### config.mk
export PLATFORM = sky130hd
export DESIGN_NAME = voice_sequencer
export DESIGN_NICKNAME = d
export VERILOG_FILES = /design/src/rtl/voice_sequencer.sv
export SDC_FILE = /design/constraint.sdc
export NUM_CORES = 1
export LEC_CHECK = 0
export BUFFER_PORTS_ARGS = -buffer_cell sky130_fd_sc_hd__buf_2
export CELL_PAD_IN_SITES_DETAIL_PLACEMENT = 1
export CELL_PAD_IN_SITES_GLOBAL_PLACEMENT = 2
export CORE_ASPECT_RATIO = 1.25
export CORE_MARGIN = 3
export CORE_UTILIZATION = 24
export DETAILED_ROUTE_END_ITERATION = 6
export PLACE_DENSITY = 0.8
export SLEW_MARGIN = 5
export SYNTH_ARGS = -nofsm -noshare
export SYNTH_HDL_FRONTEND = slang
export SYNTH_SLANG_ARGS = --single-unit
### constraint.sdc
create_clock -name clk_i -period 2.75 [get_ports clk_i]
set_clock_uncertainty 0.2 [all_clocks]
set_input_delay 0.275 -clock clk_i [delete_from_list [all_inputs] [get_ports clk_i]]
set_output_delay 0.275 -clock clk_i [all_outputs]
set_load 0.02 [all_outputs]
### src/rtl/voice_sequencer.sv
// Time-shares one envelope/volume datapath across three voices per sample tick,
// accumulating the scaled outputs into a single mix word with overrun/timeout flags.
module voice_sequencer #(
  parameter int TIMEOUT_CYCLES = 64
) (
  input  logic        clk_i,
  input  logic        rst_i,
  input  logic        tick_i,
  input  logic [2:0]  voice_en_i,
  input  logic [29:0] waves_i,
  input  logic [2:0]  gate_i,
  input  logic [47:0] adsr_i,
  output logic        env_start_o,
  output logic [1:0]  env_voice_idx_o,
  output logic [9:0]  env_wave_o,
  output logic        env_gate_o,
  output logic [3:0]  env_attack_o,
  output logic [3:0]  env_decay_o,
  output logic [3:0]  env_sustain_o,
  output logic [3:0]  env_release_o,
  input  logic        env_ready_i,
  input  logic [9:0]  env_wave_i,
  output logic [11:0] mix_o,
  output logic        mix_valid_o,
  output logic        busy_o,
  output logic        overrun_o,
  output logic        timeout_o,
  input  logic        err_clr_i
);

  typedef enum logic [1:0] {
    IDLE  = 2'd0,
    START = 2'd1,
    WAIT  = 2'd2
  } state_t;

  localparam logic [7:0] TO_LAST = 8'(TIMEOUT_CYCLES - 1);

  state_t      state_q, state_d;
  logic [1:0]  idx_q, idx_d;
  logic [9:0]  wave_q, wave_d;
  logic        gate_q, gate_d;
  logic [15:0] adsr_q, adsr_d;
  logic [11:0] acc_q, acc_d;
  logic [7:0]  cnt_q, cnt_d;
  logic [11:0] mix_q, mix_d;
  logic        mix_valid_q, mix_valid_d;
  logic        overrun_q, overrun_d;
  logic        timeout_q, timeout_d;

  logic [2:0]  first_sel, next_sel;
  logic        latch;
  logic [1:0]  lat_idx;
  logic        advance;
  logic [11:0] contrib;
  logic        timeout_set;
  logic        overrun_set;

  // Returns {found, index} of the lowest enabled voice at or above lo.
  function automatic logic [2:0] pick(input logic [2:0] mask, input int lo);
    logic [2:0] res;
    res = 3'b000;
    for (int i = 2; i >= 0; i--) begin
      if (mask[i] && i >= lo) res = {1'b1, 2'(i)};
    end
    return res;
  endfunction

  always_comb begin
    state_d     = state_q;
    idx_d       = idx_q;
    wave_d      = wave_q;
    gate_d      = gate_q;
    adsr_d      = adsr_q;
    acc_d       = acc_q;
    cnt_d       = cnt_q;
    mix_d       = mix_q;
    mix_valid_d = 1'b0;
    latch       = 1'b0;
    lat_idx     = 2'd0;
    advance     = 1'b0;
    contrib     = 12'd0;
    timeout_set = 1'b0;
    first_sel   = pick(voice_en_i, 0);
    next_sel    = pick(voice_en_i, int'(idx_q) + 1);

    case (state_q)
      IDLE: begin
        if (tick_i) begin
          if (first_sel[2]) begin
            latch   = 1'b1;
            lat_idx = first_sel[1:0];
            acc_d   = 12'd0;
            cnt_d   = 8'd0;
            state_d = START;
          end else begin
            mix_d       = 12'd0;
            mix_valid_d = 1'b1;
          end
        end
      end
      START: state_d = WAIT;
      WAIT: begin
        // Ready beats the timeout when both land in the same cycle.
        if (env_ready_i) begin
          contrib = {2'b00, env_wave_i};
          advance = 1'b1;
        end else if (cnt_q == TO_LAST) begin
          timeout_set = 1'b1;
          advance     = 1'b1;
        end else begin
          cnt_d = cnt_q + 8'd1;
        end
        if (advance) begin
          acc_d = acc_q + contrib;
          if (next_sel[2]) begin
            latch   = 1'b1;
            lat_idx = next_sel[1:0];
            cnt_d   = 8'd0;
            state_d = START;
          end else begin
            mix_d       = acc_q + contrib;
            mix_valid_d = 1'b1;
            state_d     = IDLE;
          end
        end
      end
      default: state_d = IDLE;
    endcase

    if (latch) begin
      idx_d  = lat_idx;
      wave_d = waves_i[10*int'(lat_idx) +: 10];
      gate_d = gate_i[lat_idx];
      adsr_d = adsr_i[16*int'(lat_idx) +: 16];
    end

    overrun_set = tick_i && (state_q != IDLE);
    overrun_d   = overrun_set ? 1'b1 : (err_clr_i ? 1'b0 : overrun_q);
    timeout_d   = timeout_set ? 1'b1 : (err_clr_i ? 1'b0 : timeout_q);
  end

  always_ff @(posedge clk_i) begin
    if (rst_i) begin
      state_q     <= IDLE;
      idx_q       <= 2'd0;
      wave_q      <= 10'd0;
      gate_q      <= 1'b0;
      adsr_q      <= 16'd0;
      acc_q       <= 12'd0;
      cnt_q       <= 8'd0;
      mix_q       <= 12'd0;
      mix_valid_q <= 1'b0;
      overrun_q   <= 1'b0;
      timeout_q   <= 1'b0;
    end else begin
      state_q     <= state_d;
      idx_q       <= idx_d;
      wave_q      <= wave_d;
      gate_q      <= gate_d;
      adsr_q      <= adsr_d;
      acc_q       <= acc_d;
      cnt_q       <= cnt_d;
      mix_q       <= mix_d;
      mix_valid_q <= mix_valid_d;
      overrun_q   <= overrun_d;
      timeout_q   <= timeout_d;
    end
  end

  assign env_start_o     = (state_q == START);
  assign busy_o          = (state_q != IDLE);
  assign env_voice_idx_o = idx_q;
  assign env_wave_o      = wave_q;
  assign env_gate_o      = gate_q;
  assign env_attack_o    = adsr_q[15:12];
  assign env_decay_o     = adsr_q[11:8];
  assign env_sustain_o   = adsr_q[7:4];
  assign env_release_o   = adsr_q[3:0];
  assign mix_o           = mix_q;
  assign mix_valid_o     = mix_valid_q;
  assign overrun_o       = overrun_q;
  assign timeout_o       = timeout_q;

endmodule

* Yosys cells after proc, flatten, opt, wreduce, memory -nomap -nowiden
Cells that the tools add are included.
** Operators by class
- Multiplexer cells :: 54
- Magnitude comparators :: 4
- Add/subtract/negate cells :: 3
- Multiply operators :: 1
- Reductions and logical operators :: 13
- Equality and inequality tests :: 8
- Shift-type cells :: 2
** Operators by type and width (number)
- 12-bit two-way mux :: 8
- 8-bit two-way mux :: 6
- 12-bit one-hot mux with 2 select lines :: 2
- 48-bit by 7-bit variable part select with 16-bit output :: 1
- 30-bit by 7-bit variable part select with 10-bit output :: 1
- 1-bit two-way mux :: 18
- 3-bit two-way mux :: 6
- 8-bit one-hot mux with 2 select lines :: 1
- 2-bit two-way mux :: 7
- 12-bit adder :: 1
- 10-bit two-way mux :: 1
- 2-bit inequality test, second input constant :: 5
- 8-bit by 1-bit adder with 8-bit output, second input constant :: 1
- 8-bit by 6-bit == test with 1-bit output, second input constant :: 1
- 2-bit nonzero test :: 4
- 1-bit by 3-bit >= comparator with 1-bit output, first input constant :: 2
- 2-bit one-hot mux with 3 select lines :: 1
- 3-bit AND reduction :: 2
- 3-bit by 2-bit multiplier with 5-bit output, first input constant :: 1
- 5-bit AND reduction :: 1
- 1-bit logical AND :: 4
- 1-bit one-hot mux with 2 select lines :: 2
- 2-bit one-hot mux with 2 select lines :: 1
- 4-bit AND reduction :: 1
- 7 further kinds :: 7
** Word-level totals
- Word-level logic and storage cells :: 96
- Output and inout bits :: 46
- Flip-flop bits (word level) :: 66
- Bits of input ports :: 99

* Logic depth before layout (Yosys ltp)
Gate-level depths: netlist of run 1.
- Depth after elaboration :: 11
- Mapped depth :: 10
- Depth with buffers taken out :: 9

* Worst setup path after synthesis of run 1
OpenSTA, ideal clock, no wires.
- Path type :: input port to flip-flop
- Start point :: input env_ready_i
- End point :: register mix_q[10] (netlist: mix_o[10])
- Buffers on the path :: 1
- Arrival time :: 2318 ps
- Data required time :: 2422 ps
- Stages :: 10
- Setup slack :: 105 ps
- Setup time :: 128 ps
- Path through :: clkbuf_1 -> and2_1 -> ha_1 -> fa_1 -> a211oi_1 -> o211ai_1 -> a41oi_1 -> xor2_1 -> a2bb2oi_1 -> nor2_1
** On the way
- Word-level cells in the longest chain between the ends :: 6
- Elaborated cells between the ends (all ways) :: 10
- Classes of those cells :: add/sub: 1; eq/ne: 1; mux: 7; reduce/logical: 1
** RTL lines
- from (decl) :: RTL line 21 : input logic env_ready_i,
- 10-bit two-way mux :: RTL line 105 : if (env_ready_i) begin
- 12-bit two-way mux :: RTL line 87 : case (state_q)
- 12-bit adder :: RTL line 122 : mix_d = acc_q + contrib;
- 12-bit two-way mux :: RTL line 116 : if (next_sel[2]) begin
- 12-bit two-way mux :: RTL line 114 : if (advance) begin
- 12-bit one-hot mux with 2 select lines :: RTL line 87
- to (signal assigned) :: RTL line 164 : mix_q <= mix_d;
- to (decl) :: RTL line 46 : logic [11:0] mix_q, mix_d;
Several ways; a longest one is shown, not always the timed one. The select of a mux whose other input is x is not followed.
A chain may end at the register's enable or synchronous reset.

* Worst setup path in the final report of run 1
- Start point :: register cnt_q[1]
- End point :: register adsr_q[3]
** On the way
- Word-level cells in the longest chain between the ends :: 7
- Elaborated cells between the ends (all ways) :: 9
- Classes of those cells :: eq/ne: 1; shift: 1; mux: 7
** RTL lines
- from (decl) :: RTL line 45 : logic [7:0] cnt_q, cnt_d;
- from (signal assigned) :: RTL line 163 : cnt_q <= cnt_d;
- 8-bit by 6-bit == test with 1-bit output (*) :: RTL line 108 : end else if (cnt_q == TO_LAST) begin
- 1-bit two-way mux (*) :: RTL line 108
- 1-bit two-way mux (*) :: RTL line 105
- 1-bit two-way mux (*) :: RTL line 87
- 2-bit two-way mux :: RTL line 114
- 2-bit one-hot mux with 2 select lines :: RTL line 87
- 48-bit by 7-bit variable part select with 16-bit output :: RTL line 135 : adsr_d = adsr_i[16*int'(lat_idx) +: 16];
- to (signal assigned) :: RTL line 161 : adsr_q <= adsr_d;
- to (decl) :: RTL line 43 : logic [15:0] adsr_q, adsr_d;
Mark *: on every way between the ends. The rest lies on a longest branch, timed or not. The select of a mux whose other input is x is not followed.

==> out/metrics.cfg, run 1 <==
[worst_setup_path]
required_ps = 2760
cp-start-kind = register
endpoint_kind = register
r2r_end = adsr_q[3]
crit_arrival_ps = 2550
r2r_start = cnt_q[1]
worst-path-max-fanout = 10
r2r_cells = 8
path_class = register to register
r2r_slack_ps = 210

[clocking]
cts-htree-levels = 3
cts.sinks = 66
clk_latency_ps = 340
path_clk_slew_ps = 50
numCtsBuffers = 9
cts_buffer_depth = 2
cts_root_buffer = clkbuf_16
cts_tree = built

[placed_design]
portBuffers = 144
routabilityCongestion = 0.8598
dpl.hpwl_mm = 10.05

[timing]
period_share_pct = 92.46
timing.final.max_slew_violations = 0
rsz0062_at_grt = false
finalCriticalPeriod_ps = 2543
hold_viol = 0
fmax_ghz = 0.3933
setup_violations = 0
maxSlewHeadroom_pct = 67.87
worst_slew_pin_slew_ps = 481.4

[logic_synthesis]
synth_top_cell_by_area = dfxtp_1
yosysMostFrequentCell = dfxtp_1
synth_top_area_share_pct = 37.38
synth-edff-count = 0
synth.distinct_cells = 58
synth_nets = 526
async_flop_share_pct = 0
synth_seq_cells = 66
synthTopCellsByCount = 66 x dfxtp_1, 35 x nand2_1, 30 x nor2_1, 28 x mux2i_1, 26 x a21oi_1
ys_warn_count = 0
syn_area_um2 = 3535
syn_inst = 415
yosys-top-cells-area = dfxtp_1 37%, mux2i_1 7.9%, ha_1 3.9%
synth_top_flop_cell = dfxtp_1
ys_seq_area_share_pct = 37.38
avgSynthCellArea_um2 = 8.517

[layout]
nets = 723
post-route-util_pct = 37.27
final.fill_count = 1689
drive_gt1_share_pct = 31.66
area_growth_pct = 48.81
diodes = 0

[grt]
grt_max_degree = 40
grt_pass1_wl_mm = 23.10
grtUsageTotal_pct = 18.02
grt_pass1_vias = 4567
grt-ovfl-total = 0
antenna_found_initial = 0

[floorplanning]
ioPinCount = 145
die_area_um2 = 16230
core_area_um2 = 14110
die_w_um = 114.5
start_util_pct = 25.04
die_y_um = 141.7
fp-row-count = 48

[route]
drc = 0
vias = 4037
wl_mm = 14.33
wire_per_inst_um = 18.12
drtIter0Drc = 181
ant_nets = 0
dr.pass1.iters = 4
viasPerCell = 5.104

[run_status]
status = finished, final reports clean

[power_and_ir_drop]
ir_worst_vdd_v = 0.0002723
total_power_mw = 2.708
p_per_area_nw_per_um2 = 514.9
leakagePower_nw = 2.277

[min_path]
min_from = waves_i[7]
hold_class = primary input to register
hold-path-endpoint = env_wave_o[7]
min_path_cells = 3

[job]
max_cap_viol_count = 0

[power by group]
group	internal [mW]	total, mW	switching [mW]
sequential	1.00	1.03	0.0290
clock	0.717	1.16	0.441
combinational	0.228	0.517	0.289
total	1.95	2.71	0.759
[cell families (layout without fill, tap and decap cells)]
| kind of cell | after synthesis | in the layout | synth area share [%] |
|---|---|---|---|
| AOI/OAI and AO/OA | 140 | 140 | 25.13 |
| xor gates and xnor gates | 7 | 7 | 1.735 |
| buffers and inverters | 29 | 230 | 4.106 |
| adders and majority gates | 12 | 12 | 4.460 |
| and+or+nand+nor | 133 | 133 | 19.26 |
| DFF | 66 | 66 | 37.38 |
| muxes | 28 | 28 | 7.929 |
[flip-flops by register name, summed over array words and instances (netlist names), 2 cells and up]
name,cells
acc_q,12
mix_o,12
cnt_q,8
adsr_q,16
env_wave_o,10
env_voice_idx_o,2
state_q,2
[metal layers]
layer	global-route usage [%]	vias up	share of wire, %
li1	-	1933	-
met1	18.41	1940	37
met2	32.84	133	52
met3	6.527	31	7.7
met4	7.255	0	2.8
met5	0	-	0
[final cells by class]
class,count,area [um2],area share (%)
repair buffers,211,1334,25.36
well taps,175,219.0,4.163
inverters,4,15.01,0.2854
clock buffers,10,239.0,4.543
multi-input cells,320,2077,39.49
flip-flops and latches,66,1321,25.12
clock inverters,5,55.05,1.047
[worst max-delay path: stages (launching register included)]
cell and delay [ps]:
dfxtp_1 390, ha_1 230, nor3b_4 270, a31oi_4 150, o31a_1 420, and2_2 280, buf_4 200, a22oi_1 160
o21ai_1 120
[placed cells by master, fill, tap and decap left out, types with 3 or more instances in the layout]
cell / netlist / routed
nand2_1: 35 / 35
nor3b_1: 3 / 3
xnor2_1: 6 / 6
o21ai_1: 21 / 21
a311oi_1: 5 / 5
clkbuf_16: 0 / 9
nor3_1: 3 / 3
nor2_1: 30 / 30
o21ai_0: 23 / 23
a31oi_1: 17 / 17
and2_1: 14 / 14
a21oi_1: 26 / 26
buf_2: 1 / 144
a21o_1: 3 / 3
inv_1: 4 / 4
ha_1: 11 / 11
dlygate4sd3_1: 0 / 39
nor4_1: 3 / 3
a211oi_1: 4 / 4
o31ai_1: 5 / 5
buf_4: 3 / 27
a22oi_1: 16 / 16
mux2i_1: 28 / 28
o21a_1: 3 / 3
a32oi_1: 3 / 3
dfxtp_1: 66 / 66
nand3_1: 15 / 15
and3_1: 13 / 13
[how the worst max path moves through the flow]
stage / startpoint / to / slack [ps] / cells past startpoint
after global routing: cnt_q[1] / adsr_q[11] / 20 / 8
after detailed placement: env_ready_i / mix_o[10] / -70 / 11
after global placement: env_ready_i / mix_o[10] / 50 / 11
after CTS: cnt_q[1] / adsr_q[3] / 110 / 8
final: cnt_q[1] / adsr_q[3] / 210 / 8
after floorplan: env_ready_i / mix_o[10] / 100 / 10
[what timing repair did]
action	in CTS	in global routing
setup buffers	0	3
endpoints found under the setup margin	0	12
gates resized for setup	0	3
hold endpoints to repair	25	0
hold buffers	39	0
[through the flow]
stage	hold slack [ps]	TNS [ps]	std cells	worst slack, ps	cell area (um2)
after floorplan	204.3	0	415	105.0	3535
after global placement	239.3	0	734	48.38	4544
after detailed placement	247.7	-93.37	734	-71.05	4544
after CTS	0.1477	0	788	114.8	5229
after global routing	26.06	0	791	15.93	5260
final	6.835	0	791	207.5	5260
No activity file was read; power rests on OpenSTA's default activity.
==> run 2: changes to the inputs <==
Settings changed: CORE_UTILIZATION 24 to 25, CTS_BUF_LIST from default to sky130_fd_sc_hd__clkbuf_4, PLACE_DENSITY 0.8 to 0.83.
==> out/metrics.cfg, run 2 (synthesized netlist as in run 1, its figures left out) <==
[run_status]
status = finished, final reports clean

[worst_setup_path]
slowest_delay_ps = 380  ; -40 ps
path_cells = ha_1 -> nor3b_4 -> a31o_1 -> a22o_2 -> and2_1 -> buf_4 -> a22oi_1 -> o21ai_0
crit_family = compound AO/OA/AOI/OAI gates
path_class = register to register
crit_arrival_ps = 2680  ; +130 ps
cp_slowest_cell = dfxtp_1
cp-start-kind = register
endpoint_kind = register
path_buf_inv = 1  ; unchanged
worst-path-max-fanout = 16  ; +6
required_ps = 2850  ; +90 ps

[floorplanning]
die_y_um = 138.9  ; -1.9%
ioPinCount = 145  ; unchanged
die_w_um = 112.4  ; -1.9%
start_util_pct = 26.13  ; +1.1 points
die_area_um2 = 15610  ; -3.8%
fp-row-count = 47  ; -2.1%
core_area_um2 = 13530  ; -4.2%

[power_and_ir_drop]
ir_worst_vdd_v = 0.0002637  ; -3.1%
leakagePower_nw = 2.407  ; +5.7%
p_per_area_nw_per_um2 = 442.6  ; -14%

[timing]
fmax_ghz = 0.3884  ; -1.2%
finalWorstSetupSlack_ps = 175.3  ; -32.13 ps
worst_slew_pin_slew_ps = 574.0  ; +92.62 ps
whs_ps = 22.11  ; +15.28 ps
finalCriticalPeriod_ps = 2575  ; +32.13 ps
period_share_pct = 93.62  ; +1.2 points
setup_violations = 0  ; unchanged
maxSlewHeadroom_pct = 61.69  ; -6.2 points
rsz0062_at_grt = false
hold_viol = 0  ; unchanged
timing.final.max_slew_violations = 0  ; unchanged

[layout]
area_growth_pct = 57.63
largest_reg_flops = 16  ; unchanged
post-route-util_pct = 41.19  ; +3.9 points
drive_gt1_share_pct = 29.33  ; -2.3 points
regMostFlops = adsr_q
nets = 764  ; +5.7%
design_area_um2 = 5572  ; +5.9%
final_common_cell = buf_2
layout_common_cells = 144 x buf_2, 83 x dlygate4sd3_1, 66 x dfxtp_1

[placed_design]
routabilityCongestion = 0.9078  ; +5.6%
portBuffers = 144  ; unchanged
pre_cts_ws_ps = -28.48  ; +42.57 ps
dpl.hpwl_mm = 9.604  ; -4.4%
place_area_um2 = 4541  ; about the same

[grt]
grt_pass1_wl_mm = 24.07  ; +4.2%
grt-ovfl-total = 0  ; unchanged
grt_pass1_vias = 4720  ; +3.4%
antenna_found_initial = 3  ; +3
grtUsageTotal_pct = 19.24  ; +1.2 points
grt_max_degree = 40  ; unchanged

[clocking]
cts_setup_buffers = 0  ; unchanged
cts-htree-levels = 3  ; unchanged
clk_latency_ps = 420  ; +80 ps
cts_buffer_depth = 2  ; unchanged
numCtsBuffers = 9  ; unchanged
cts_tree = built
cts.sinks = 66  ; unchanged
path_clk_slew_ps = 110  ; +60 ps
cts_root_buffer = clkbuf_4

[route]
vias = 4243  ; +5.1%
dr.pass1.iters = 4  ; unchanged
viasPerCell = 5.100  ; about the same
ant_nets = 0  ; unchanged
drc = 0  ; unchanged
wire_per_inst_um = 18.19  ; +0.42%
wl_mm = 15.14  ; +5.6%
drtIter0Drc = 142  ; -22%

[job]
max_cap_viol_count = 0  ; unchanged

[min_path]
hold_class = primary input to register

run 2: cell count changes in the layout (fill, tap and decap cells not counted):
| cell | before | now |
|---|---|---|
| dlygate4sd3_1 | 39 | 83 |
| bufinv_16 | 1 | 3 |
| clkinv_2 | 2 | 1 |
| diode_2 | 0 | 3 |
| clkbuf_8 | 1 | 0 |
| buf_4 | 27 | 24 |
| clkinvlp_4 | 2 | 1 |
| and2_1 | 14 | 15 |
| o21a_1 | 3 | 2 |
| clkbuf_16 | 9 | 0 |
| o21a_2 | 0 | 1 |
| and2_2 | 1 | 0 |
| clkbuf_4 | 0 | 11 |
run 2: layer usage:
| metal | vias up | routed length [um] | global-route usage, % |
|---|---|---|---|
| met4 | 0 | 677 | 11.01 |
| li1 | 2027 | - | - |
| met5 | - | 0 | 0 |
| met3 | 50 | 871 | 4.889 |
| met2 | 161 | 7699 | 33.97 |
| met1 | 2005 | 5890 | 20.58 |
run 2: area by class of cell:
class,instances,area [um2]
fillers,1636,7954
multi-input cells,320,2077
repair buffers,252,1752
flip-flops and latches,66,1321
well taps,171,214.0
clock inverters,5,102.6
clock buffers,11,82.58
inverters,4,15.01
diodes,3,7.507
run 2: worst min-delay path: stages:
cell     delay (ps)
buf_2            90
inv_1            90
a32oi_1          60
nor2_1           80
run 2: where the power goes:
part           internal, mW  switching [mW]  total, mW  leakage (nW)
Sequential             1.00          0.0294       1.03         0.537
Combinational         0.265           0.303      0.568          1.77
Clock                 0.480           0.386      0.865        0.0971
run 2: what timing repair did:
action | CTS | global route
hold buffers | 83 | 0
endpoints found under the setup margin | 0 | 7
resized for setup | 0 | 2
hold endpoints to repair | 28 | 0
run 2: final timing paths:
kind,start,endpoint,slack [ps],cells after the start
setup / recovery,cnt_q[0],adsr_q[15],180,8
hold / removal,err_clr_i,timeout_o,20,4
hold reg to reg,mix_o[5],mix_o[5],260,2
setup reg to reg,cnt_q[0],adsr_q[15],180,8
run 2: through the flow:
stage | TNS, ps | power (mW) | std cells
finish | 0 | 2.466 | 832
global route | 0 | 2.576 | 832
CTS | 0 | 2.466 | 829
detailed placement | -46.11 | 1.510 | 730
global placement | 0 | 1.497 | 730
floorplan | 0 | 1.302 | 415
==> run 3: changes to the inputs <==
Settings changed: BUFFER_PORTS_ARGS -buffer_cell sky130_fd_sc_hd__buf_2 to default, CORE_UTILIZATION 25 to 30, DONT_BUFFER_PORTS from default to 1, PLACE_DENSITY 0.83 to 0.69.
==> out/metrics.cfg, run 3 (synthesized netlist as in run 1, its figures left out) <==
[run_status]
status = finished, final reports clean

[layout]
nets = 619  ; -19%
design_area_um2 = 4763  ; -15%
multi_input_comb_area_um2 = 2082  ; +0.24%
final_common_cell = dlygate4sd3_1
drive_gt1_share_pct = 8.219  ; -21 points
final.fill_count = 1304  ; -20%
layout_common_cells = 87 x dlygate4sd3_1, 64 x dfxtp_1, 35 x nand2_1
regArea_um2 = 1324  ; +0.19%
area_growth_pct = 34.76
regMostFlops = adsr_q
largest_reg_flops = 16  ; unchanged
fin_cells = 647  ; -22%

[placed_design]
dp_cells = 542  ; -26%
routabilityCongestion = 0.7870  ; -13%
dpl.hpwl_mm = 8.426  ; -12%
portBuffers = 0  ; -100%
place_area_um2 = 3727  ; -18%

[power_and_ir_drop]
ir_worst_vdd_v = 0.0002271  ; -14%
p_per_area_nw_per_um2 = 424.6  ; -4.1%
leakagePower_nw = 1.744  ; -28%
total_power_mw = 2.022  ; -18%

[floorplanning]
fp-row-count = 43  ; -8.5%
die_area_um2 = 13130  ; -16%
die_w_um = 103.1  ; -8.2%
ioPinCount = 145  ; unchanged
die_y_um = 127.4  ; -8.3%
start_util_pct = 31.28  ; +5.2 points
core_area_um2 = 11300  ; -16%

[clocking]
cts-htree-levels = 3  ; unchanged
cts_buffer_depth = 2  ; unchanged
numCtsBuffers = 9  ; unchanged
path_clk_slew_ps = 110  ; about the same
cts.sinks = 66  ; unchanged
cts_root_buffer = clkbuf_4
cts_tree = built
clk_latency_ps = 420  ; about the same

[route]
dr.pass1.iters = 4  ; unchanged
drc = 0  ; unchanged
viasPerCell = 5.580  ; +9.4%
wire_per_inst_um = 20.52  ; +13%
vias = 3610  ; -15%
wl_mm = 13.27  ; -12%
ant_nets = 0  ; unchanged
drtIter0Drc = 120  ; -15%

[worst_setup_path]
cp_common_cell = o21ai_0
r2r_slack_ps = 140  ; -40 ps
path_cells = ha_1 -> nor3b_4 -> a31oi_4 -> buf_6 -> o21ai_0 -> buf_4 -> o21ai_0 -> nand2_1 -> a21oi_1 -> dlygate4sd3_1
worst-path-max-fanout = 14  ; -2
crit_arrival_ps = 2730  ; +50 ps
required_ps = 2870  ; +20 ps
cp-start-kind = register
path_class = register to register
cp_slowest_cell = dlygate4sd3_1
endpoint_kind = register
slowest_delay_ps = 550  ; +170 ps

[job]
max_cap_viol_count = 0  ; unchanged

[timing]
rsz0062_at_grt = false
fin_tns_setup_ps = 0  ; unchanged
setup_violations = 0  ; unchanged
finalCriticalPeriod_ps = 2612  ; +37.82 ps
period_share_pct = 95.00  ; +1.4 points
timing.final.max_slew_violations = 0  ; unchanged
hold_viol = 0  ; unchanged
maxSlewHeadroom_pct = 42.47  ; -19 points
fmax_ghz = 0.3828  ; -1.4%
worst_slew_pin_slew_ps = 854.0  ; +280.0 ps

[grt]
antenna_found_initial = 1  ; -2
grt_pass1_vias = 3899  ; -17%
grt_pass1_wl_mm = 20.88  ; -13%
grtUsageTotal_pct = 20.42  ; +1.2 points
grt_max_degree = 39  ; -2.5%
grt-ovfl-total = 0  ; unchanged

[min_path]
hold_class = primary input to register

## run 3: cell count changes in the layout (fill, tap and decap cells not counted), sizes merged
cell / delta
diode: -2
clkinv: +3
dlygate4sd3: +4
bufinv: -3
buf: -150
clkbuf: -1
## run 3: report_power, final
part           internal (mW)  switching (mW)
registers               1.00          0.0936
logic                  0.198           0.200
clock network          0.166           0.363
total                   1.37           0.656
## run 3: cell type report
class | instances | share of cell area, %
Antenna cell | 1 | 0.05253
Clock buffer | 9 | 1.418
Clock inverter | 5 | 0.4991
Inverter | 4 | 0.3152
Multi-Input combinational cell | 320 | 43.71
Sequential cell | 66 | 27.79
Tap cell | 135 | 3.546
Timing Repair Buffer | 107 | 22.67
## run 3: through the flow
step                      util (%)  hold slack, ps  setup WS (ps)
after detailed placement     32.99           159.3          89.15
after global routing         42.16           55.74          9.248
after floorplan                  -           204.3          105.0
after CTS                    41.59           5.501          78.38
after global placement       32.99           155.6          116.5
final                        42.16           45.92          137.5
## run 3: worst max-delay path: cells and delay by family (launching register included)
| family | cells | cell delay, ps |
|---|---|---|
| flip-flops | 1 | 390 |
| AND/OR/NAND/NOR | 2 | 370 |
| buffers and inverters | 3 | 900 |
| AO/OA/AOI/OAI | 4 | 460 |
| adder cells (fa/ha/maj) | 1 | 200 |
## run 3: metal layers
metal,up-vias,global-route usage [%],share of wire (%)
li1,1725,-,-
met4,0,7.546,1.0
met2,118,35.29,51
met5,-,0,0
met3,14,6.390,7.6
met1,1753,23.19,41
## run 3: repair_timing
item	4_1_cts	5_1_grt
hold buffers	87	1
hold endpoints to repair	65	6
resized for setup	0	5
buffers inserted	0	1
setup endpoints to repair	0	29
## run 3: worst paths after layout
check                              startpoint            endpoint  cells after the start
worst max-delay path                 cnt_q[0]            cnt_q[6]                     10
worst min register to register       acc_q[3]            acc_q[3]                      2
worst min-delay path            voice_en_i[2]  env_voice_idx_o[1]                      3
worst max register to register       cnt_q[0]            cnt_q[6]                     10
